File: config.mk
export PLATFORM = sky130hd
export DESIGN_NAME = fifo_uart_tx
export DESIGN_NICKNAME = d
export VERILOG_FILES = /design/src/rtl/fifo_uart_pkg.sv /design/src/rtl/uart_baud_counter.sv /design/src/rtl/fifo_uart_tx.sv
export SDC_FILE = /design/constraint.sdc
export NUM_CORES = 1
export LEC_CHECK = 0
export CAP_MARGIN = 30
export CORE_MARGIN = 2
export CORE_UTILIZATION = 58
export CTS_BUF_LIST = sky130_fd_sc_hd__clkbuf_8
export DETAILED_ROUTE_END_ITERATION = 10
export GPL_TIMING_DRIVEN = 0
export PLACE_DENSITY = 0.85
export SYNTH_ARGS = -nofsm -noshare
export SYNTH_HDL_FRONTEND = slang
export SYNTH_SLANG_ARGS = --single-unit
File: constraint.sdc
create_clock -name read_clk -period 2.42 [get_ports read_clk]
set_input_delay 0.605 -clock read_clk [delete_from_list [all_inputs] [get_ports read_clk]]
set_output_delay 0.605 -clock read_clk [all_outputs]
set_load 0.005 [all_outputs]
File: src/rtl/fifo_uart_pkg.sv
// ============================================================================
// Module      : fifo_uart_pkg
// Description : Shared types and constants for the FIFO-fed UART transmitter.
// Revision    : 1.0 - initial release
// ============================================================================
`default_nettype none

package fifo_uart_pkg;

  localparam int DATA_W     = 8;
  localparam int FRAME_BITS = 10;                 // start + 8 data + stop
  localparam int IDX_W      = $clog2(DATA_W);     // data bit index width

  // Transmitter sequencing: pop, wait for read data, then shift out a frame.
  typedef enum logic [2:0] {
    ST_IDLE  = 3'd0,
    ST_FETCH = 3'd1,
    ST_LOAD  = 3'd2,
    ST_START = 3'd3,
    ST_DATA  = 3'd4,
    ST_STOP  = 3'd5
  } tx_state_t;

endpackage

`default_nettype wire

File: src/rtl/uart_baud_counter.sv
// ============================================================================
// Module      : uart_baud_counter
// Description : Free-running 0..CLKS_PER_BIT-1 counter that flags the last
//               cycle of each UART bit. Held at zero while clear_i is high.
// Revision    : 1.0 - initial release
// ============================================================================
`default_nettype none

module uart_baud_counter #(
  parameter int CLKS_PER_BIT = 16
) (
  input  logic clk_i,
  input  logic rst_ni,
  input  logic clear_i,
  output logic tick_o
);

  // Guard keeps the width legal even for an illegal parameter, so the
  // top-level check is the one that reports the problem.
  localparam int CNT_W = (CLKS_PER_BIT < 2) ? 1 : $clog2(CLKS_PER_BIT);
  // Terminal value always fits in CNT_W bits, so the compare is exact.
  localparam logic [CNT_W-1:0] C_TERM = CNT_W'(CLKS_PER_BIT - 1);

  logic [CNT_W-1:0] cnt_q;
  logic [CNT_W-1:0] cnt_d;

  assign tick_o = (cnt_q == C_TERM);

  // Next count: wrap on terminal count, hold at zero while cleared.
  always_comb begin
    cnt_d = cnt_q + CNT_W'(1);
    if (clear_i || tick_o) begin
      cnt_d = '0;
    end
  end

  // Count register.
  always_ff @(posedge clk_i or negedge rst_ni) begin
    if (!rst_ni) begin
      cnt_q <= '0;
    end else begin
      cnt_q <= cnt_d;
    end
  end

endmodule

`default_nettype wire

File: src/rtl/fifo_uart_tx.sv
// ============================================================================
// Module      : fifo_uart_tx
// Description : FIFO read-side consumer. Pops one byte whenever the FIFO is
//               non-empty and sends it as an 8N1 UART frame, LSB first.
// Revision    : 1.0 - initial release
// ============================================================================
`default_nettype none

module fifo_uart_tx
  import fifo_uart_pkg::*;
#(
  parameter int CLKS_PER_BIT = 16
) (
  input  logic              read_clk,
  input  logic              reset,
  input  logic              mem_empty,
  input  logic [DATA_W-1:0] fifo_data,
  output logic              read_en,
  output logic              tx,
  output logic              busy,
  output logic              tx_done
);

  // Elaboration-time parameter checks.
  if (CLKS_PER_BIT < 2) begin : g_bad_clks_per_bit
    $error("fifo_uart_tx: CLKS_PER_BIT must be 2 or more");
  end
  if (FRAME_BITS != DATA_W + 2) begin : g_bad_frame_bits
    $error("fifo_uart_tx: FRAME_BITS must equal DATA_W + 2");
  end

  tx_state_t         state_q, state_d;
  logic [DATA_W-1:0] shreg_q, shreg_d;
  logic [IDX_W-1:0]  idx_q,   idx_d;
  logic              tx_q,    tx_d;
  logic              read_en_q, read_en_d;
  logic              w_tick;
  logic              w_clear;

  // Bit timer only runs while a frame is on the line; it is therefore zero
  // on the edge that leaves LOAD, so START gets a full bit period.
  assign w_clear = !(state_q inside {ST_START, ST_DATA, ST_STOP});

  uart_baud_counter #(
    .CLKS_PER_BIT (CLKS_PER_BIT)
  ) u_baud (
    .clk_i   (read_clk),
    .rst_ni  (reset),
    .clear_i (w_clear),
    .tick_o  (w_tick)
  );

  // Next-state, datapath and registered-output decode.
  always_comb begin
    state_d = state_q;
    shreg_d = shreg_q;
    idx_d   = idx_q;

    case (state_q)
      ST_IDLE: begin
        if (!mem_empty) begin
          state_d = ST_FETCH;
        end
      end
      ST_FETCH: begin
        state_d = ST_LOAD;
      end
      ST_LOAD: begin
        // Read data is valid one edge after the pop.
        shreg_d = fifo_data;
        idx_d   = '0;
        state_d = ST_START;
      end
      ST_START: begin
        if (w_tick) begin
          state_d = ST_DATA;
        end
      end
      ST_DATA: begin
        if (w_tick) begin
          shreg_d = {1'b0, shreg_q[DATA_W-1:1]};
          idx_d   = idx_q + IDX_W'(1);
          // Index wraps 7 -> 0 after the last data bit.
          if (idx_q == '1) begin
            state_d = ST_STOP;
          end
        end
      end
      ST_STOP: begin
        if (w_tick) begin
          state_d = ST_IDLE;
        end
      end
      default: begin
        state_d = ST_IDLE;
      end
    endcase

    // tx and read_en are decoded from next state so they come out of flops.
    read_en_d = (state_d == ST_FETCH);
    case (state_d)
      ST_START: tx_d = 1'b0;
      ST_DATA:  tx_d = shreg_d[0];
      default:  tx_d = 1'b1;
    endcase
  end

  // State, shift register and output flops.
  always_ff @(posedge read_clk or negedge reset) begin
    if (!reset) begin
      state_q   <= ST_IDLE;
      shreg_q   <= '0;
      idx_q     <= '0;
      tx_q      <= 1'b1;
      read_en_q <= 1'b0;
    end else begin
      state_q   <= state_d;
      shreg_q   <= shreg_d;
      idx_q     <= idx_d;
      tx_q      <= tx_d;
      read_en_q <= read_en_d;
    end
  end

  assign tx      = tx_q;
  assign read_en = read_en_q;
  assign busy    = (state_q != ST_IDLE);
  assign tx_done = (state_q == ST_STOP) && w_tick;

endmodule

`default_nettype wire
# Word-level counts from Yosys, hierarchy flattened
# Index checks and enable logic that the tools add are counted.
[classes] addsub=2 eq_ne=11 n_mux=12 reduce_logical=8
[ops] op="3-bit 2-to-1 mux" count=6
[ops] op="3-bit case mux with 6 select lines" count=1
[ops] op="8-bit case mux with 2 select lines" count=1
[ops] op="3-bit == test, second input constant" count=4
[ops] op="3-bit by 2-bit == test with 1-bit output, second input constant" count=3
[ops] op="8-bit 2-to-1 mux" count=1
[ops] op="3-bit by 1-bit == test with 1-bit output, second input constant" count=2
[ops] op="3-bit case mux with 2 select lines" count=1
[ops] op="3-bit nonzero test" count=2
[ops] op="4-bit by 1-bit adder with 4-bit output, second input constant" count=1
[ops] op="4-bit == test, second input constant" count=1
[ops] op="4-bit 2-to-1 mux" count=1
[ops] op="3-bit by 1-bit adder with 3-bit output, second input constant" count=1
[ops] op="3-bit zero test" count=1
[ops] op="2-bit by 1-bit inequality test with 1-bit output, second input constant" count=1
[ops] op="1-bit case mux with 2 select lines" count=1
[ops] op="2-bit AND reduction" count=1
[ops] op="2-bit nonzero test" count=1
[ops] op="1-bit logical AND" count=1
[ops] op="1-bit zero test" count=1
[ops] op="1-bit logical OR" count=1
[word_totals] register_bits=20 input_bits=11 out_inout_bits=4 word_cells=40

# Depth between registers and ports, before layout
[depth] ltp_word=6 mapped_depth=7

# Modules after synthesis
# A second synthesis with hierarchy kept.
[hier_totals] hier_cells=86 area_unflattened_um2=1008.5
[by_module_without_submodules] module="fifo_uart_tx" n_inst=1 cells_each=73 area_each_um2=837.1 seq_area_each_um2=401.6
[by_module_without_submodules] module="uart_baud_counter" n_inst=1 cells_each=13 area_each_um2=171.4 seq_area_each_um2=100.1

# Worst setup path after synthesis
# No wires, ideal clock.
[synth_path] path_kind="register to register" start="reg u_baud.cnt_q[0]" end="reg shreg_q[2]" setup_ns=0.124 arrival_ns=1.389 setup_slack_ns=0.907 stages_incl_launch_ff=8 path_buffers=2 synth_period_minus_slack_ns=1.513 cell_sequence="dfrtp_1 > ha_1 > and3_1 > buf_6 > and2_1 > buf_4 > a22oi_1 > nand2_1"
[synth_between] elab_chain_cells=3
[synth_rtl] element="start: declaration" line_no="uart_baud_counter.sv:24" rtl="logic [CNT_W-1:0] cnt_q;"
[synth_rtl] element="start signal: assignment" line_no="uart_baud_counter.sv:42" rtl="cnt_q <= cnt_d;"
[synth_rtl] element="4-bit == test" line_no="uart_baud_counter.sv:27" rtl="assign tick_o = (cnt_q == C_TERM);"
[synth_rtl] element="2-bit by 1-bit inequality test with 1-bit output (no source line)"
[synth_rtl] element="2-bit AND reduction (no source line)"
[synth_rtl] element="end signal: assignment" line_no="fifo_uart_tx.sv:118" rtl="shreg_q <= shreg_d;"
[synth_rtl] element="end: declaration" line_no="fifo_uart_tx.sv:33" rtl="logic [DATA_W-1:0] shreg_q, shreg_d;"
# No other way between the ends.
# A chain may end at the register's enable or synchronous reset.

# Final worst setup path
[layout_path] start="reg u_baud.cnt_q[0]" end="out tx_done"
[layout_between] elab_chain_cells=2
[layout_rtl] element="4-bit == test" line_no="uart_baud_counter.sv:27"
[layout_rtl] element="1-bit logical AND" line_no="fifo_uart_tx.sv:128" rtl="assign tx_done = (state_q == ST_STOP) && w_tick;"
[layout_rtl] element="end: declaration" line_no="fifo_uart_tx.sv:21" rtl="output logic tx_done"
# No other way between the ends.

==> summary.md <==
| Metric | Value |
|---|---|
| Setup TNS | `0 ns` |
| Vias/cell | `between 5 and 6` |
| PD cells | `535 nW/um^2` |
| Placed Area | `1130 sq um` |
| Tot GR Track Use | `0.200` |
| Pleak | `between 0.5 and 0.6 nW` |
| Die Wd | `roughly 45 um` |
| Largest net degree at the start of global routing | `21` |
| Clk pwr share | `0.403` |
| Post-Syn Instances | `~90` |
| Max H-tree Level | `1` |
| Max Slew Vio Count | `0` |
| Final Hold Viols | `0` |
| # rows | `14` |
| Initial antenna violation count | `0` |
| Synth Flop Type | `dfrtp_1` |
| Avg WL per Cell | `approximately 14 um` |
| Die ar. | `around 2000 sq um` |
| CTS max path bufs | `2` |
| Fillcell total | `~110` |
| # diodes | `0` |
| Status | `complete, no violations` |
| First-pass GRT wire length | `around 2900 um` |
| VDD IR max | `0.450 mV` |
| Clk sink count | `20` |
| Clock Latency Late Sink | `0.25 ns` |
| I/O pins | `15` |
| Syn nets | `around 110` |
| Data arrival, critical path | `about 1.7 ns` |
| CP max FO | `3` |
| Slew HR | `0.427` |
| Sw Ratio | `0.201` |
| Unrepaired setup endpoints after global routing | `false` |
| Worst-Margin Slew | `~0.86 ns` |
| Max Cap Viol | `0` |
| Post-synth EDFFs | `0` |
| Clock skew | `approximately 0.0024 ns` |
| First-pass DRT Iterations | `4` |
| Critical path required time | `around 1.8 ns` |
| Placed wire-length estimate | `~1200 um` |
| Synth Register Bits | `20` |
| Seq/Total Area, Yosys | `0.518` |
| Min cycle time layout | `2.28 ns` |
| Vias | `between 700 and 800` |
| Cts bufs inserted | `3` |
| Fmax | `about 440 MHz` |
| Hold Buf Count CTS | `0` |
| Combinational share of power | `0.053` |
| Post-Layout Cell Count | `~130` |
| CTS resizes | `0` |
| Final setup viols | `0` |
| Clk Tree Root Cell | `clkbuf_8` |
| CTS tree | `built` |
| Port bufs | `14` |
| Post-CTS setup buffers | `0` |
| GRT overflow | `0` |
| Area Growth Syn to Fin | `22.2%` |
| NumNets Final | `approximately 120` |
| Post-Route WL | `between 1500 and 2000 um` |
| Mapped cell area | `968 sq um` |
| Ratio of cells with drive above 1 in the final layout | `0.147` |
| Antenna viol nets, final | `0` |
| P_sw | `roughly 0.13 mW` |
| Tcrit/Tclk final | `0.943` |
| Crit Path Category | `flop to output pin` |
| Syn_area_per_cell | `between 10 and 15 sq um` |
| Async S/R FF share, synth | `1.00` |
| 1st-iter DRT viols | `15` |
| DP Cell Count | `about 120` |
| DRC | `0` |
| Synth Warn # | `0` |
| Crit path capture type | `output pin` |
| Unique masters post-synth | `34` |
| Startpoint types | `flop` |
| RD Place Congestion | `0.742` |
| Clk slew on worst S/H paths | `~0.070 ns` |
| Class of the worst hold path | `flop to flop` |
| Internal cell power | `a little over 0.5 mW` |
| DIE HEIGHT | `~45 um` |
| Register share of total power | `0.544` |
| Final instance area | `1180 sq um` |
| Vias in the first global route | `646` |
| Core area | `roughly 1500 sq um` |
| Initial Utilization | `0.628` |
[sequential cells by signal, summed over array words and instances, names as in the netlist]
| name | count |
|---|---|
| idx_q | 3 |
| read_en | 1 |
| shreg_q | 8 |
| state_q | 3 |
| tx | 1 |
| u_baud.cnt_q | 4 |
[layout by cell type (no fill, tap or decap), types with 2 or more instances in the layout]
master            n
a22oi_1           6
buf_2             2
buf_6             2
clkbuf_8          4
clkdlybuf4s50_1  14
dfrtp_1          19
ha_1              3
inv_1             2
mux2i_1           2
nand2_1          16
nand2b_1          5
nor2_1            7
nor3b_2           2
o21ai_1           3
[cell usage after synthesis, drive strengths merged (2+ instances only)]
master	count	area [sq um]
nor3b	2	25.0
dfrtp	19	475
nand2	16	60.1
mux2	2	26.3
a22oi	6	45.0
o21ai	3	15.0
ha	3	37.5
a21oi	2	13.8
buf	5	40.0
mux2i	2	20.0
inv	2	7.51
nor2	7	26.3
nand2b	5	31.3
[layout make-up]
type	instances	area (sq um)	area share
timing repair buffer	14	140	0.118
multi-input combinational	64	419	0.354
tap	16	20.0	0.0169
sequential	20	502	0.424
inverter	2	7.51	0.00634
clock buffer	4	55.1	0.0465
buffer	5	40.0	0.0338
[stage by stage]
step           utilization  power (mW)  worst slack, ns  hold slack (ns)
3_3_place_gp         0.732       0.384            0.449            0.452
6_report             0.768       0.634            0.139            0.481
5_1_grt              0.768       0.654           0.0285            0.514
2_1_floorplan            -       0.358            0.907            0.309
3_5_place_dp         0.732       0.385            0.424            0.468
4_1_cts              0.768       0.636            0.135            0.486
[metal layers]
metal  vias up  global-route usage  share of wire  routed length (um)
li1        350                   -              -                   -
met1       343               0.274           0.46                 802
met2        19               0.328           0.49                 859
met3         0              0.0400          0.053                  93
met4         0              0.0529              0                   0
met5         -                   0              0                   0
[logic make-up after synthesis]
family	count (synthesis)	synth area share
xor+xnor	2	0.0181
simple gates	37	0.193
mux	4	0.0478
compound gates	18	0.136
flops	20	0.518
buf+inv	7	0.0491
fa+ha+maj	3	0.0388
[worst paths after layout]
kind                                      start         endpoint  slack [ns]  depth (start not counted)
worst min register to register  u_baud.cnt_q[0]  u_baud.cnt_q[0]        0.48                          1
max in group asynchronous                 reset  u_baud.cnt_q[3]        1.06                          1
min in group asynchronous                 reset       state_q[2]        0.83                          1
worst max-delay path            u_baud.cnt_q[0]          tx_done        0.14                          4
worst min-delay path            u_baud.cnt_q[0]  u_baud.cnt_q[0]        0.48                          1
worst max register to register  u_baud.cnt_q[0]               tx        0.74                          6
[worst max-delay path, cell delays in order, from the launching register on]
cell             delay, ns
dfrtp_1               0.38
ha_1                  0.21
nand4_1               0.20
nor2_1                0.13
clkdlybuf4s50_1       0.51
[power groups by stage]
| stage | Clock, mW | Combinational (mW) | Sequential [mW] |
|---|---|---|---|
| after floorplan | 0 | 0.00760 | 0.351 |
| after global placement | 0 | 0.0329 | 0.351 |
| after CTS | 0.257 | 0.0340 | 0.345 |
| after global routing | 0.272 | 0.0373 | 0.346 |
| final | 0.255 | 0.0333 | 0.345 |
| after detailed placement | 0 | 0.0333 | 0.351 |
Power figures use the tool's default switching activity.
